**src/rtl/instr_pkg.sv**
```systemverilog
// rtl/instr_pkg.sv - shared types and field positions for the instruction loader
package instr_pkg;

  typedef enum logic [1:0] {
    OP_DATA    = 2'b00,
    OP_MEM     = 2'b01,
    OP_BRANCH  = 2'b10,
    OP_ILLEGAL = 2'b11
  } op_class_e;

  typedef enum logic [1:0] {
    ST_IDLE,
    ST_ACCEPT,
    ST_WRITE,
    ST_FULL
  } state_e;

  localparam logic [3:0] COND_AL = 4'hE;

  localparam int COND_LSB  = 28;
  localparam int OP_LSB    = 26;
  localparam int FUNCT_LSB = 22;
  localparam int RN_LSB    = 18;
  localparam int RD_LSB    = 14;
  localparam int IMM_W     = 14;
  localparam int SRC2_W    = 24;

  typedef struct packed {
    op_class_e         op;
    logic [3:0]        funct;
    logic [3:0]        rd;
    logic [3:0]        rn;
    logic [SRC2_W-1:0] src2;
  } instr_fields_t;

endpackage

```
**src/rtl/instr_loader_if.sv**
```systemverilog
// rtl/instr_loader_if.sv - valid/ready handshake carrying raw instruction fields
interface instr_loader_if;
  logic        in_valid;
  logic        in_ready;
  logic [1:0]  in_op;
  logic [3:0]  in_funct;
  logic [3:0]  in_rd;
  logic [3:0]  in_rn;
  logic [23:0] in_src2;

  modport master (
    output in_valid, in_op, in_funct, in_rd, in_rn, in_src2,
    input  in_ready
  );

  modport slave (
    input  in_valid, in_op, in_funct, in_rd, in_rn, in_src2,
    output in_ready
  );
endinterface

```
**src/rtl/instr_pack.sv**
```systemverilog
// rtl/instr_pack.sv - combinational encoder and legality check for one instruction
module instr_pack
  import instr_pkg::*;
(
  input  instr_fields_t fields_i,
  output logic [31:0]   word_o,
  output logic          reject_o
);

  always_comb begin
    word_o   = '0;
    reject_o = 1'b0;
    case (fields_i.op)
      OP_BRANCH: begin
        word_o = {COND_AL, 2'(OP_BRANCH), 2'b00, fields_i.src2};
      end
      OP_ILLEGAL: begin
        reject_o = 1'b1;
      end
      default: begin
        word_o[COND_LSB +: 4]  = COND_AL;
        word_o[OP_LSB +: 2]    = fields_i.op;
        word_o[FUNCT_LSB +: 4] = fields_i.funct;
        word_o[RN_LSB +: 4]    = fields_i.rn;
        word_o[RD_LSB +: 4]    = fields_i.rd;
        // Immediate form must fit the 14-bit field; register form only keeps the register number.
        if (fields_i.funct[0]) begin
          word_o[IMM_W-1:0] = fields_i.src2[IMM_W-1:0];
          reject_o          = |fields_i.src2[SRC2_W-1:IMM_W];
        end else begin
          word_o[3:0] = fields_i.src2[3:0];
        end
      end
    endcase
  end

endmodule

```
**src/rtl/instr_loader.sv**
```systemverilog
// rtl/instr_loader.sv - accepts instruction fields, encodes them and writes them to instruction memory
module instr_loader
  import instr_pkg::*;
#(
  parameter int                ADDR_W    = 6,
  parameter logic [ADDR_W-1:0] BASE_ADDR = '0
) (
  input  logic              clk,
  input  logic              rst_n,
  input  logic              start,
  instr_loader_if.slave     in_if,
  output logic              mem_we,
  output logic [ADDR_W-1:0] mem_addr,
  output logic [31:0]       mem_wdata,
  output logic              busy,
  output logic              full,
  output logic              err,
  output logic [ADDR_W:0]   count
);

  localparam logic [ADDR_W:0] DEPTH_C = {1'b1, {ADDR_W{1'b0}}};

  state_e            state_q;
  logic              in_ready_q;
  logic              mem_we_q;
  logic [ADDR_W-1:0] addr_q;
  logic [31:0]       wdata_q;
  logic              busy_q;
  logic              full_q;
  logic              err_q;
  logic [ADDR_W:0]   count_q;

  instr_fields_t fields;
  logic [31:0]   word;
  logic          reject;
  logic [ADDR_W:0] count_inc;

  assign fields = '{
    op:    op_class_e'(in_if.in_op),
    funct: in_if.in_funct,
    rd:    in_if.in_rd,
    rn:    in_if.in_rn,
    src2:  in_if.in_src2
  };

  assign count_inc = count_q + 1'b1;

  instr_pack u_pack (
    .fields_i (fields),
    .word_o   (word),
    .reject_o (reject)
  );

  always_ff @(posedge clk or negedge rst_n) begin
    if (!rst_n) begin
      state_q    <= ST_IDLE;
      in_ready_q <= 1'b0;
      mem_we_q   <= 1'b0;
      addr_q     <= BASE_ADDR;
      wdata_q    <= '0;
      busy_q     <= 1'b0;
      full_q     <= 1'b0;
      err_q      <= 1'b0;
      count_q    <= '0;
    end else begin
      mem_we_q <= 1'b0;
      err_q    <= 1'b0;
      case (state_q)
        ST_IDLE: begin
          if (start) begin
            state_q    <= ST_ACCEPT;
            in_ready_q <= 1'b1;
            busy_q     <= 1'b1;
            addr_q     <= BASE_ADDR;
            count_q    <= '0;
          end
        end
        ST_ACCEPT: begin
          if (start) begin
            addr_q  <= BASE_ADDR;
            count_q <= '0;
          end
          // A handshake coinciding with a restart becomes the first word of the new session.
          if (in_if.in_valid) begin
            if (reject) begin
              err_q <= 1'b1;
            end else begin
              state_q    <= ST_WRITE;
              in_ready_q <= 1'b0;
              mem_we_q   <= 1'b1;
              wdata_q    <= word;
            end
          end
        end
        ST_WRITE: begin
          if (start) begin
            state_q    <= ST_ACCEPT;
            in_ready_q <= 1'b1;
            addr_q     <= BASE_ADDR;
            count_q    <= '0;
          end else begin
            addr_q  <= addr_q + 1'b1;
            count_q <= count_inc;
            if (count_inc == DEPTH_C) begin
              state_q <= ST_FULL;
              full_q  <= 1'b1;
            end else begin
              state_q    <= ST_ACCEPT;
              in_ready_q <= 1'b1;
            end
          end
        end
        ST_FULL: begin
          if (start) begin
            state_q    <= ST_ACCEPT;
            in_ready_q <= 1'b1;
            full_q     <= 1'b0;
            addr_q     <= BASE_ADDR;
            count_q    <= '0;
          end
        end
        default: begin
          state_q <= ST_IDLE;
        end
      endcase
    end
  end

  assign in_if.in_ready = in_ready_q;
  assign mem_we         = mem_we_q;
  assign mem_addr       = addr_q;
  assign mem_wdata      = wdata_q;
  assign busy           = busy_q;
  assign full           = full_q;
  assign err            = err_q;
  assign count          = count_q;

endmodule

```
**src/flat_wrapper.sv**
```systemverilog
// flat-port wrapper written by rule: the top's interface ports become plain ports
module instr_loader_flat import instr_pkg::*;
#(
  parameter int                ADDR_W    = 6,
  parameter logic [ADDR_W-1:0] BASE_ADDR = '0
)
  (clk, rst_n, start, mem_we, mem_addr, mem_wdata, busy, full, err, count, in_if_in_valid, in_if_in_op, in_if_in_funct, in_if_in_rd, in_if_in_rn, in_if_in_src2, in_if_in_ready);
  instr_loader_if in_if_i ();
  input  logic clk;
  input  logic rst_n;
  input  logic start;
  output logic mem_we;
  output logic [ADDR_W-1:0] mem_addr;
  output logic [31:0] mem_wdata;
  output logic busy;
  output logic full;
  output logic err;
  output logic [ADDR_W:0] count;
  input wire logic [$bits(in_if_i.in_valid)-1:0] in_if_in_valid;
  input wire logic [$bits(in_if_i.in_op)-1:0] in_if_in_op;
  input wire logic [$bits(in_if_i.in_funct)-1:0] in_if_in_funct;
  input wire logic [$bits(in_if_i.in_rd)-1:0] in_if_in_rd;
  input wire logic [$bits(in_if_i.in_rn)-1:0] in_if_in_rn;
  input wire logic [$bits(in_if_i.in_src2)-1:0] in_if_in_src2;
  output wire logic [$bits(in_if_i.in_ready)-1:0] in_if_in_ready;
  assign in_if_i.in_valid = in_if_in_valid;
  assign in_if_i.in_op = in_if_in_op;
  assign in_if_i.in_funct = in_if_in_funct;
  assign in_if_i.in_rd = in_if_in_rd;
  assign in_if_i.in_rn = in_if_in_rn;
  assign in_if_i.in_src2 = in_if_in_src2;
  assign in_if_in_ready = in_if_i.in_ready;
  instr_loader #(.ADDR_W(ADDR_W), .BASE_ADDR(BASE_ADDR)) u_core (.clk(clk), .rst_n(rst_n), .start(start), .in_if(in_if_i), .mem_we(mem_we), .mem_addr(mem_addr), .mem_wdata(mem_wdata), .busy(busy), .full(full), .err(err), .count(count));
endmodule
```
**config.mk**
```make
export PLATFORM = sky130hd
export DESIGN_NAME = instr_loader_flat
export DESIGN_NICKNAME = d
export VERILOG_FILES = /design/src/rtl/instr_pkg.sv /design/src/rtl/instr_loader_if.sv /design/src/rtl/instr_pack.sv /design/src/rtl/instr_loader.sv /design/src/flat_wrapper.sv
export SDC_FILE = /design/constraint.sdc
export NUM_CORES = 1
export LEC_CHECK = 0
export ABC_CLOCK_PERIOD_IN_PS = 4000
export CORE_MARGIN = 5
export CORE_UTILIZATION = 31
export DETAILED_ROUTE_END_ITERATION = 6
export PLACE_DENSITY = 0.55
export SYNTH_ARGS = -nofsm -noshare
export SYNTH_HDL_FRONTEND = slang
export SYNTH_SLANG_ARGS = --single-unit
```
**constraint.sdc**
```tcl
create_clock -name clk -period 4 [get_ports clk]
set_input_delay 1 -clock clk [delete_from_list [all_inputs] [get_ports clk]]
set_output_delay 1 -clock clk [all_outputs]
set_load 0.05 [all_outputs]
```
# ---- Word level (Yosys, flattened, before mapping)
# Cells that the tools add are included.
dict set report totals {
  output_inout_bits 50
  word_cells 68
  regBits 52
  in_bits 42
}
dict set report op_classes {
  addsub 2
  n_eq_ne 14
  n_reduce_logical 10
  mux 32
  n_bitwise 1
}
# op count
set op_table {}
lappend op_table {{$pmux W32 S2} 1}
lappend op_table {{$mux W1} 15}
lappend op_table {{$mux W7} 2}
lappend op_table {{$pmux W7 S2} 1}
lappend op_table {{$mux W6} 2}
lappend op_table {{$pmux W6 S2} 1}
lappend op_table {{$mux W10} 1}
lappend op_table {{$mux W2} 5}
lappend op_table {{$reduce_or A10 Y1} 1}
lappend op_table {{$eq A2 B2 Y1 const B} 4}
lappend op_table {{$ne A2 B2 Y1 const B} 4}
lappend op_table {{$reduce_and A4 Y1} 2}
lappend op_table {{$add A7 B1 Y7 const B} 1}
lappend op_table {{$eq A7 B7 Y1 const B} 1}
lappend op_table {{$add A6 B1 Y6 const B} 1}
lappend op_table {{$ne A2 B1 Y1 const B} 3}
lappend op_table {{$pmux W2 S3} 1}
lappend op_table {{$reduce_and A3 Y1} 2}
lappend op_table {{$pmux W1 S2} 2}
lappend op_table {{$ne A3 B3 Y1 const B} 1}
lappend op_table {{$pmux W1 S3} 1}
lappend op_table {{$reduce_or A3 Y1} 1}
lappend op_table {{$eq A2 B1 Y1 const B} 1}
lappend op_table {{$logic_not A2 Y1} 1}
lappend op_table {{other kinds (4)} 4}

# ---- Logic depth before layout (Yosys ltp)
# Gate-level depths: netlist of the first run.
dict set report logic_depth {
  depth_word 6
  mapped_depth 7
  mapped_depth_nobuf 6
}

# ---- Modules after synthesis
# Synthesis of the first run repeated with hierarchy kept, for this count alone.
dict set report hier_totals {
  hier_cells 294
  hier_area_um2 2543.7
}
# module seq_area_each_um2 cells_per_inst instances area_each_um2
set by_module_without_submodules {}
lappend by_module_without_submodules {instr_loader 1301.2 234 1 2223.4}
lappend by_module_without_submodules {instr_pack 0.0 60 1 320.3}

# ---- Least setup slack after synthesis of the first run
# OpenSTA, ideal clock, no wires.
dict set report synth_timing {
  path_kind {in2reg}
  startpoint {input port in_if_in_op[1]}
  endpoint {register u_core.wdata_q[17] (netlist: u_core.mem_wdata[17])}
  arrival_time_ps 2125
  required_ps 3875
  slack_ps 1750
  path_stages 6
  path_buffers 2
  setup_time_ps 125
  cell_sequence {buf_2 nand2_1 nand3_1 nor2_8 buf_12 mux2_4}
}
dict set report synth_between {
  elab_chain_len 4
  elab_cells_between_ends 6
  cone_classes {eq/ne: 2; mux: 2; bitwise: 1; reduce/logical: 1}
}
# element line
set synth_lines {}
lappend synth_lines {{start: declaration} flat_wrapper.sv:20} ;# input wire logic [$bits(in_if_i.in_op)-1:0] in_if_in_op;
lappend synth_lines {{$eq A2 B2 Y1} instr_pack.sv:13} ;# case (fields_i.op)
lappend synth_lines {{$pmux W1 S2} instr_pack.sv:13}
lappend synth_lines {{$not A1 Y1 (no line)} --}
lappend synth_lines {{$reduce_and A3 Y1 (no line)} --}
lappend synth_lines {{end signal: assignment} instr_loader.sv:91} ;# wdata_q <= word;
lappend synth_lines {{end: declaration} instr_loader.sv:27} ;# logic [31:0] wdata_q;
# Parallel ways exist; a longest one is shown, timed or not.
# A chain may end at the register's enable or synchronous reset.

# ---- Worst setup path in the final report of the first run
dict set report layout_timing {
  startpoint {register u_core.count_q[3] (netlist: u_core.count[3])}
  endpoint {output port count[3]}
}
# element line
set layout_rtl {}
lappend layout_rtl {{start: declaration} instr_loader.sv:31} ;# logic [ADDR_W:0] count_q;
lappend layout_rtl {{start signal: assignment} instr_loader.sv:103} ;# count_q <= count_inc;
lappend layout_rtl {{end: declaration} flat_wrapper.sv:18} ;# output logic [ADDR_W:0] count;
# No word-level cell between the ends.

==> results.toml, run 1 <==
[setup_path]
end_kind = "output pin"
crit_type = "register to output pin"
cpMaxStageDelayCell = "clkdlybuf4s50_1"
crit_required_ps = 3000
start_kind = "register"
critPathTopFamily = "buffers and inverters"
worst-r2r-setup-slack_ps = 2050
path_cells = "clkdlybuf4s50_1"
worstPathArrival_ps = 1620
r2r_start = "u_core.state_q[0]"
r2r-end = "u_core.mem_addr[5]"
reg2regPathDepth = 5
cp_max_fo = 7
max_stage_delay_ps = 850
critPathBufInv = 1

[worst_hold_path]
hp-start = "u_core.busy"
hold_end = "u_core.busy"
hold_depth = 1
hold_class = "register to register"

[clocking]
cts_tree = "done"
cts_max_path_buffers = 2
htreeDepth = 2
cts_hold_repair.buffers = 0
clk_pin_slew_ps = 90
cts.sinks = 49
postCtsSetupBuffers = 0
clock_latency_ps = 300
cts_buffers = 5
cts_resized = 0
cts-root-buf = "clkbuf_8"

[cells_and_area]
nets = 354
final_common_cell = "clkdlybuf4s50_1"
fin_util_pct = 45.7
mostFrequentLayoutCells = "89 x clkdlybuf4s50_1, 49 x dfrtp_1, 19 x nand2_1"
fill_cells = 762
syn_to_final_growth_pct = 42.8
antenna_cells = 0
drive_gt1_share_pct = 12.1

[placed_design]
place.gp.congestion = 0.690
dpl.hpwl_mm = 4.54
port_buffers = 90
pre_cts_ws_ps = 1050

[power_and_ir_drop]
irDropWorstVdd_v = 0.000353
power.density_nw_per_um2 = 670
p_leak_nw = 1.49

[global_routing]
grt.total_usage_pct = 12.5
first_global_vias = 2060
antenna_found_initial = 0
grt_max_degree = 30
grt_pass1_wl_mm = 9.97
globalRoute.totalOverflow = 0

[logic_synthesis]
synth_edf_count = 0
synth_seq_cells = 49
yosysUniqueCellTypes = 49
synthesis.nets = 267
avgSynthCellArea_sq_um = 11.5
syn_area_sq_um = 2500
ys_async_sr_fraction_pct = 100
yosys_warnings = 0
syn_inst = 218
synthFlopType = "dfrtp_1"
yosysSeqAreaShare_pct = 49.0

[route]
via_count = 1931
wl_per_cell_microns = 14.6
drt-initial-drc-count = 54
drt-vias-per-instance = 4.73
drcViolationCount = 0
wl_mm = 5.96
first_pass_iters = 4
antenna_left = 0

[timing]
finalCritPeriodShare_pct = 65.6
tightest_slew_ps = 736
slew_headroom_pct = 50.8
clock_skew_ps = 11.1
fmax_mhz = 381
worst_slack_ps = 1380
rsz0062_at_grt = "no"
fin_setup_tns_ps = 0
hold_viol = 0
drv_slew = 0
period_needed_ps = 2620
setup_viol = 0

[floorplan]
core_area_sq_um = 7810
dieArea_sq_um = 9960
die-height_microns = 99.8
initial_core_util_pct = 32.0
die_w_microns = 99.8
num_rows = 32
io_pins = 92

[run_status]
status = "complete, no violations"

[flow_run]
drv_cap = 0
kinds of logic (layout without fill, tap and decap cells):
kind of cell	after synthesis	after routing	share of synthesized area, %
flops	49	49	49.0
mux	19	19	10.1
xor+xnor	9	9	3.15
compound gates	57	57	16.3
simple gates	54	54	12.6
other cells	1	1	0.150
buf+inv	22	110	5.21
fa+ha+maj	7	7	3.50
layout make-up:
cell class	instances	area, sq um	share of cell area (%)
flip-flops and latches	49	1230	34.3
clock inverters	1	30.0	0.841
repair buffers	94	926	25.9
well taps	102	128	3.58
inverters	8	30.0	0.841
multi-input cells	147	1140	32.0
clock buffers	7	86.3	2.42
state kept, by name, indices dropped and copies added, names as in the netlist:
register	flops
u_core.busy	1
u_core.count	7
u_core.err	1
u_core.full	1
u_core.in_if.in_ready	1
u_core.mem_addr	6
u_core.mem_wdata	29
u_core.mem_we	1
u_core.state_q	2
metal layers:
layer	track usage, %	up-vias	wire [microns]
met5	0	-	0
met4	3.78	0	97
met3	4.59	8	422
met2	19.8	55	2840
met1	15.9	913	2600
li1	-	955	-
power by group:
| part | total [mW] | leakage, nW | switching (mW) | internal (mW) |
|---|---|---|---|---|
| sequential | 0.751 | 0.626 | 0.0992 | 0.651 |
| clock | 0.360 | 0.0585 | 0.156 | 0.204 |
| combinational | 1.28 | 0.807 | 0.794 | 0.489 |
how the worst max path moves through the flow:
| stage | start | to | slack [ps] | cells after the start |
|---|---|---|---|---|
| after floorplan | in_if_in_op[1] | u_core.mem_wdata[17] | 1750 | 6 |
| after global placement | in_if_in_src2[19] | u_core.mem_wdata[16] | 1120 | 5 |
| after detailed placement | in_if_in_op[1] | u_core.mem_wdata[8] | 1050 | 5 |
| after CTS | in_if_in_op[1] | u_core.mem_wdata[8] | 1360 | 5 |
| after global routing | in_if_in_op[1] | u_core.mem_wdata[4] | 1180 | 5 |
| final | u_core.count[3] | count[3] | 1380 | 1 |
cell usage after synthesis (3+ instances only):
cell	n	area (sq um)
nand3_1	3	15.0
o41ai_1	3	26.3
a21oi_1	4	20.0
o21ai_0	18	90.1
dfrtp_1	49	1230
xor2_1	7	61.3
mux2i_1	3	30.0
nand4_1	4	25.0
a22o_1	9	78.8
clkbuf_1	5	18.8
ha_1	7	87.6
nor2_1	15	56.3
mux2_4	8	120
nand2_1	19	71.3
inv_1	7	26.3
mux2_2	7	78.8
buf_4	3	22.5
o31ai_1	10	75.1
through the flow:
| step | power (mW) | hold slack [ps] | instances | instance area, sq um |
|---|---|---|---|---|
| detailed placement | 2.06 | 472 | 400 | 3450 |
| floorplan | 1.62 | 516 | 218 | 2500 |
| global route | 2.53 | 516 | 408 | 3570 |
| CTS | 2.43 | 489 | 408 | 3570 |
| finish | 2.39 | 485 | 408 | 3570 |
| global placement | 2.05 | 465 | 400 | 3450 |
No activity file was read; power rests on OpenSTA's default activity.
==> run 2: changes to the inputs <==
ABC_CLOCK_PERIOD_IN_PS = 2100   (was 4000)
PLACE_DENSITY = 0.58   (was 0.55)
clock period = 2.1 ns   (was 4 ns; I/O delays follow)
==> results.toml, run 2 (synthesis results as in run 1) <==
[clocking]
clock_latency_ps = 300
cts_buffers = 5
clk_pin_slew_ps = 100
cts-root-buf = "clkbuf_8"
htreeDepth = 2
cts.sinks = 49
cts_max_path_buffers = 2
cts_tree = "done"

[setup_path]
crit_required_ps = 1570
cp_max_fo = 3
critPathTopFamily = "buffers and inverters"
end_kind = "output pin"
critPathBufInv = 1
r2r-end = "u_core.mem_wdata[17]"
r2r_start = "u_core.state_q[1]"
worstPathArrival_ps = 1530
max_stage_delay_ps = 820
path_cells = "clkdlybuf4s50_1"
worst-r2r-setup-slack_ps = 340
crit_type = "register to output pin"
start_kind = "register"
cpMaxStageDelayCell = "clkdlybuf4s50_1"
reg2regPathDepth = 6

[power_and_ir_drop]
power.switching_mw = 2.03
p_int_mw = 2.60
combPwrFrac_pct = 53.7
clockPowerShare_pct = 15.4
power.density_nw_per_um2 = 1240
total_power_mw = 4.63
swShare_pct = 43.9
p_leak_nw = 1.70
p_seq_share_pct = 30.9
irDropWorstVdd_v = 0.000699

[cells_and_area]
final_common_cell = "clkdlybuf4s50_1"
fin_util_pct = 47.7
nets = 369
multi_input_area_sq_um = 1140
ff_latch_area_sq_um = 1230
mostFrequentLayoutCells = "72 x clkdlybuf4s50_1, 49 x dfrtp_1, 24 x buf_4"
drive_gt1_share_pct = 19.0
fill_cells = 738
antenna_cells = 0
largest_reg_flops = 29
syn_to_final_growth_pct = 49.0

[route]
antenna_left = 0
first_pass_iters = 4
via_count = 1978
drt-vias-per-instance = 4.68
wl_per_cell_microns = 14.4
drcViolationCount = 0
wl_mm = 6.10
drt-initial-drc-count = 27

[timing]
finalCritPeriodShare_pct = 97.7
fin_setup_tns_ps = 0
slew_headroom_pct = 46.2
tightest_slew_ps = 805
drv_slew = 0
setup_viol = 0
hold_viol = 0
worst_slack_ps = 49.3
rsz0062_at_grt = "no"
period_needed_ps = 2050
clock_skew_ps = 8.35
timing.hold.ws_ps = 205
fmax_mhz = 488

[worst_hold_path]
hold_class = "input port to asynchronous set/reset pin"

[floorplan]
dieArea_sq_um = 9960
die-height_microns = 99.8
core_area_sq_um = 7810
num_rows = 32
die_w_microns = 99.8
io_pins = 92
initial_core_util_pct = 32.0

[global_routing]
first_global_vias = 2116
globalRoute.totalOverflow = 0
grt_pass1_wl_mm = 10.2
grt.total_usage_pct = 12.7
grt_max_degree = 50
antenna_found_initial = 0

[placed_design]
dpl.hpwl_mm = 4.64
place.gp.congestion = 0.723
pre_cts_ws_ps = -239
port_buffers = 90

[flow_run]
drv_cap = 0

[run_status]
status = "complete, no violations"
[run 2: cell count changes in the layout (fill, tap and decap cells not counted)]
cell             previous run  this run
buf_4                       4        24
clkdlybuf4s50_1            89        72
dlymetal6s2s_1              0         9
buf_12                      0         3
clkbuf_1                    1         0
clkinvlp_4                  0         1
[run 2: power by group through the flow]
stage | logic, mW | clock network (mW) | registers, mW
6_report | 2.49 | 0.713 | 1.43
5_1_grt | 2.64 | 0.774 | 1.47
4_1_cts | 2.52 | 0.738 | 1.44
3_5_place_dp | 2.52 | 0 | 1.45
3_3_place_gp | 2.50 | 0 | 1.45
2_1_floorplan | 0.701 | 0 | 2.39
[run 2: area by class of cell]
| class | count | share of cell area, % |
|---|---|---|
| Inverter | 8 | 0.806 |
| Timing Repair Buffer | 109 | 28.9 |
| Clock buffer | 6 | 2.22 |
| Tap cell | 102 | 3.43 |
| Multi-Input combinational cell | 147 | 30.7 |
| Clock inverter | 2 | 1.01 |
| Sequential cell | 49 | 32.9 |
[run 2: how the worst max path moves through the flow]
stage                       startpoint                    to  slack (ps)  depth (start not counted)
floorplan               in_if_in_op[1]  u_core.mem_wdata[17]         330                          6
global placement     in_if_in_src2[19]  u_core.mem_wdata[20]        -190                          6
detailed placement   in_if_in_src2[19]  u_core.mem_wdata[20]        -240                          6
CTS                    u_core.count[0]              count[0]           3                          1
global route        u_core.mem_addr[4]           mem_addr[4]          10                          1
finish                     u_core.full                  full          50                          1
[run 2: what timing repair did]
item / in CTS / in global routing
gates resized for setup: 0 / 9
endpoints found under the setup margin: 0 / 9
hold buffers: 0 / 0
endpoints found under the hold margin: 0 / 0
buffers inserted: 0 / 0
[run 2: per-layer routing]
| layer | vias to the layer above | share of wire [%] | GRT usage, % |
|---|---|---|---|
| li1 | 979 | - | - |
| met1 | 944 | 45 | 16.4 |
| met2 | 48 | 48 | 20.5 |
| met3 | 7 | 6.8 | 4.31 |
| met4 | 0 | 0.98 | 3.47 |
| met5 | - | 0 | 0 |
[run 2: stage by stage]
stage | cell area, sq um | cells
after floorplan | 2500 | 218
after global placement | 3580 | 415
after detailed placement | 3580 | 415
after CTS | 3700 | 423
after global routing | 3730 | 423
final | 3730 | 423
==> run 3: changes to the inputs <==
PLACE_DENSITY = unset   (was 0.58)
PLACE_DENSITY_LB_ADDON = 0.08   (was unset)
RECOVER_POWER = 100   (was unset)
==> results.toml, run 3 (synthesis results as in run 1) <==
[cells_and_area]
drive_gt1_share_pct = 13.5
final_common_cell = "clkdlybuf4s50_1"
antenna_cells = 0
final_cells = 420
largest_reg_flops = 29
fin_util_pct = 45.6
nets = 366
fill_cells = 770
syn_to_final_growth_pct = 42.3
mostFrequentLayoutCells = "69 x clkdlybuf4s50_1, 49 x dfrtp_1, 19 x nand2_1, 19 x clkbuf_1, 18 x o21ai_0"

[clocking]
cts_max_path_buffers = 2
clk_pin_slew_ps = 100
cts_tree = "done"
postCtsSetupBuffers = 0
cts.sinks = 49
cts_buffers = 5
cts-root-buf = "clkbuf_8"
htreeDepth = 2
clock_latency_ps = 300

[global_routing]
antenna_found_initial = 0
first_global_vias = 2033
grt_pass1_wl_mm = 10.1
grt.total_usage_pct = 12.7
globalRoute.totalOverflow = 0
grt_max_degree = 36

[floorplan]
initial_core_util_pct = 32.0
die-height_microns = 99.8
num_rows = 32
die_w_microns = 99.8
core_area_sq_um = 7810
dieArea_sq_um = 9960
io_pins = 92

[setup_path]
max_stage_delay_ps = 820
critPathBufInv = 1
crit_required_ps = 1570
worstSetupPathDepth = 1
cp_max_fo = 3
cpMaxStageDelayCell = "clkdlybuf4s50_1"
path_cells = "clkdlybuf4s50_1"
critPathTopFamily = "buffers and inverters"
end_kind = "output pin"
r2r_start = "u_core.state_q[0]"
reg2regPathDepth = 5
critPathLaunch = "u_core.mem_addr[4]"
worst-r2r-setup-slack_ps = 210
crit_type = "register to output pin"
worstPathArrival_ps = 1510
start_kind = "register"

[route]
wl_per_cell_microns = 14.7
via_count = 1970
first_pass_iters = 4
drt-vias-per-instance = 4.69
antenna_left = 0
drcViolationCount = 0
drt-initial-drc-count = 34
wl_mm = 6.19

[flow_run]
drv_cap = 0

[worst_hold_path]
hold_class = "input port to asynchronous set/reset pin"

[timing]
period_needed_ps = 2030
fmax_mhz = 491
rsz0062_at_grt = "no"
setup_viol = 0
tightest_slew_ps = 919
clock_skew_ps = 5.12
hold_viol = 0
worst_slack_ps = 65.3
slew_headroom_pct = 38.7
finalCritPeriodShare_pct = 96.9
drv_slew = 0
timing.hold.ws_ps = 288

[placed_design]
port_buffers = 90
dpl.hpwl_mm = 4.59
pre_cts_ws_ps = -207
place.gp.congestion = 0.730
placed_cells = 412

[power_and_ir_drop]
power.density_nw_per_um2 = 1260
irDropWorstVdd_v = 0.000510
p_leak_nw = 1.50
total_power_mw = 4.50

[run_status]
status = "complete, no violations"
[run 3: repair_timing]
action                                  in CTS  in global routing
hold buffers                                 0                  0
endpoints found under the setup margin       0                  5
resized for setup                            0                  5
[run 3: final timing paths]
check,to
max,mem_addr[4]
min,u_core.count[0]
max reg2reg,u_core.state_q[1]
min reg2reg,u_core.mem_wdata[18]
max in group asynchronous,u_core.mem_wdata[15]
min in group clk,u_core.mem_wdata[18]
[run 3: metrics by stage]
| stage | cell area [sq um] | setup TNS (ps) |
|---|---|---|
| CTS | 3680 | 0 |
| detailed placement | 3560 | -4800 |
| finish | 3560 | 0 |
| global placement | 3560 | -4640 |
| floorplan | 2500 | 0 |
| global route | 3560 | 0 |
[run 3: area by class of cell]
| cell class | count | area, sq um | area share [%] |
|---|---|---|---|
| well taps | 102 | 128 | 3.59 |
| clock buffers | 6 | 82.6 | 2.32 |
| flip-flops and latches | 49 | 1230 | 34.5 |
| inverters | 8 | 30.0 | 0.844 |
| multi-input cells | 147 | 1120 | 31.6 |
| repair buffers | 106 | 930 | 26.1 |
| clock inverters | 2 | 37.5 | 1.05 |
[run 3: routing by layer]
layer	share of wire [%]	track usage [%]	vias to the layer above	wire length, microns
li1	-	-	973	-
met1	46	17.2	945	2830
met2	47	19.9	47	2920
met3	6.2	3.61	5	382
met4	1.0	3.15	0	63
met5	0	0	-	0
[run 3: report_power, final]
group          total [mW]  switching [mW]  internal [mW]  leakage, nW
Sequential           1.42           0.183           1.24        0.626
Combinational        2.36            1.52          0.840        0.817
Clock               0.716           0.328          0.388       0.0574
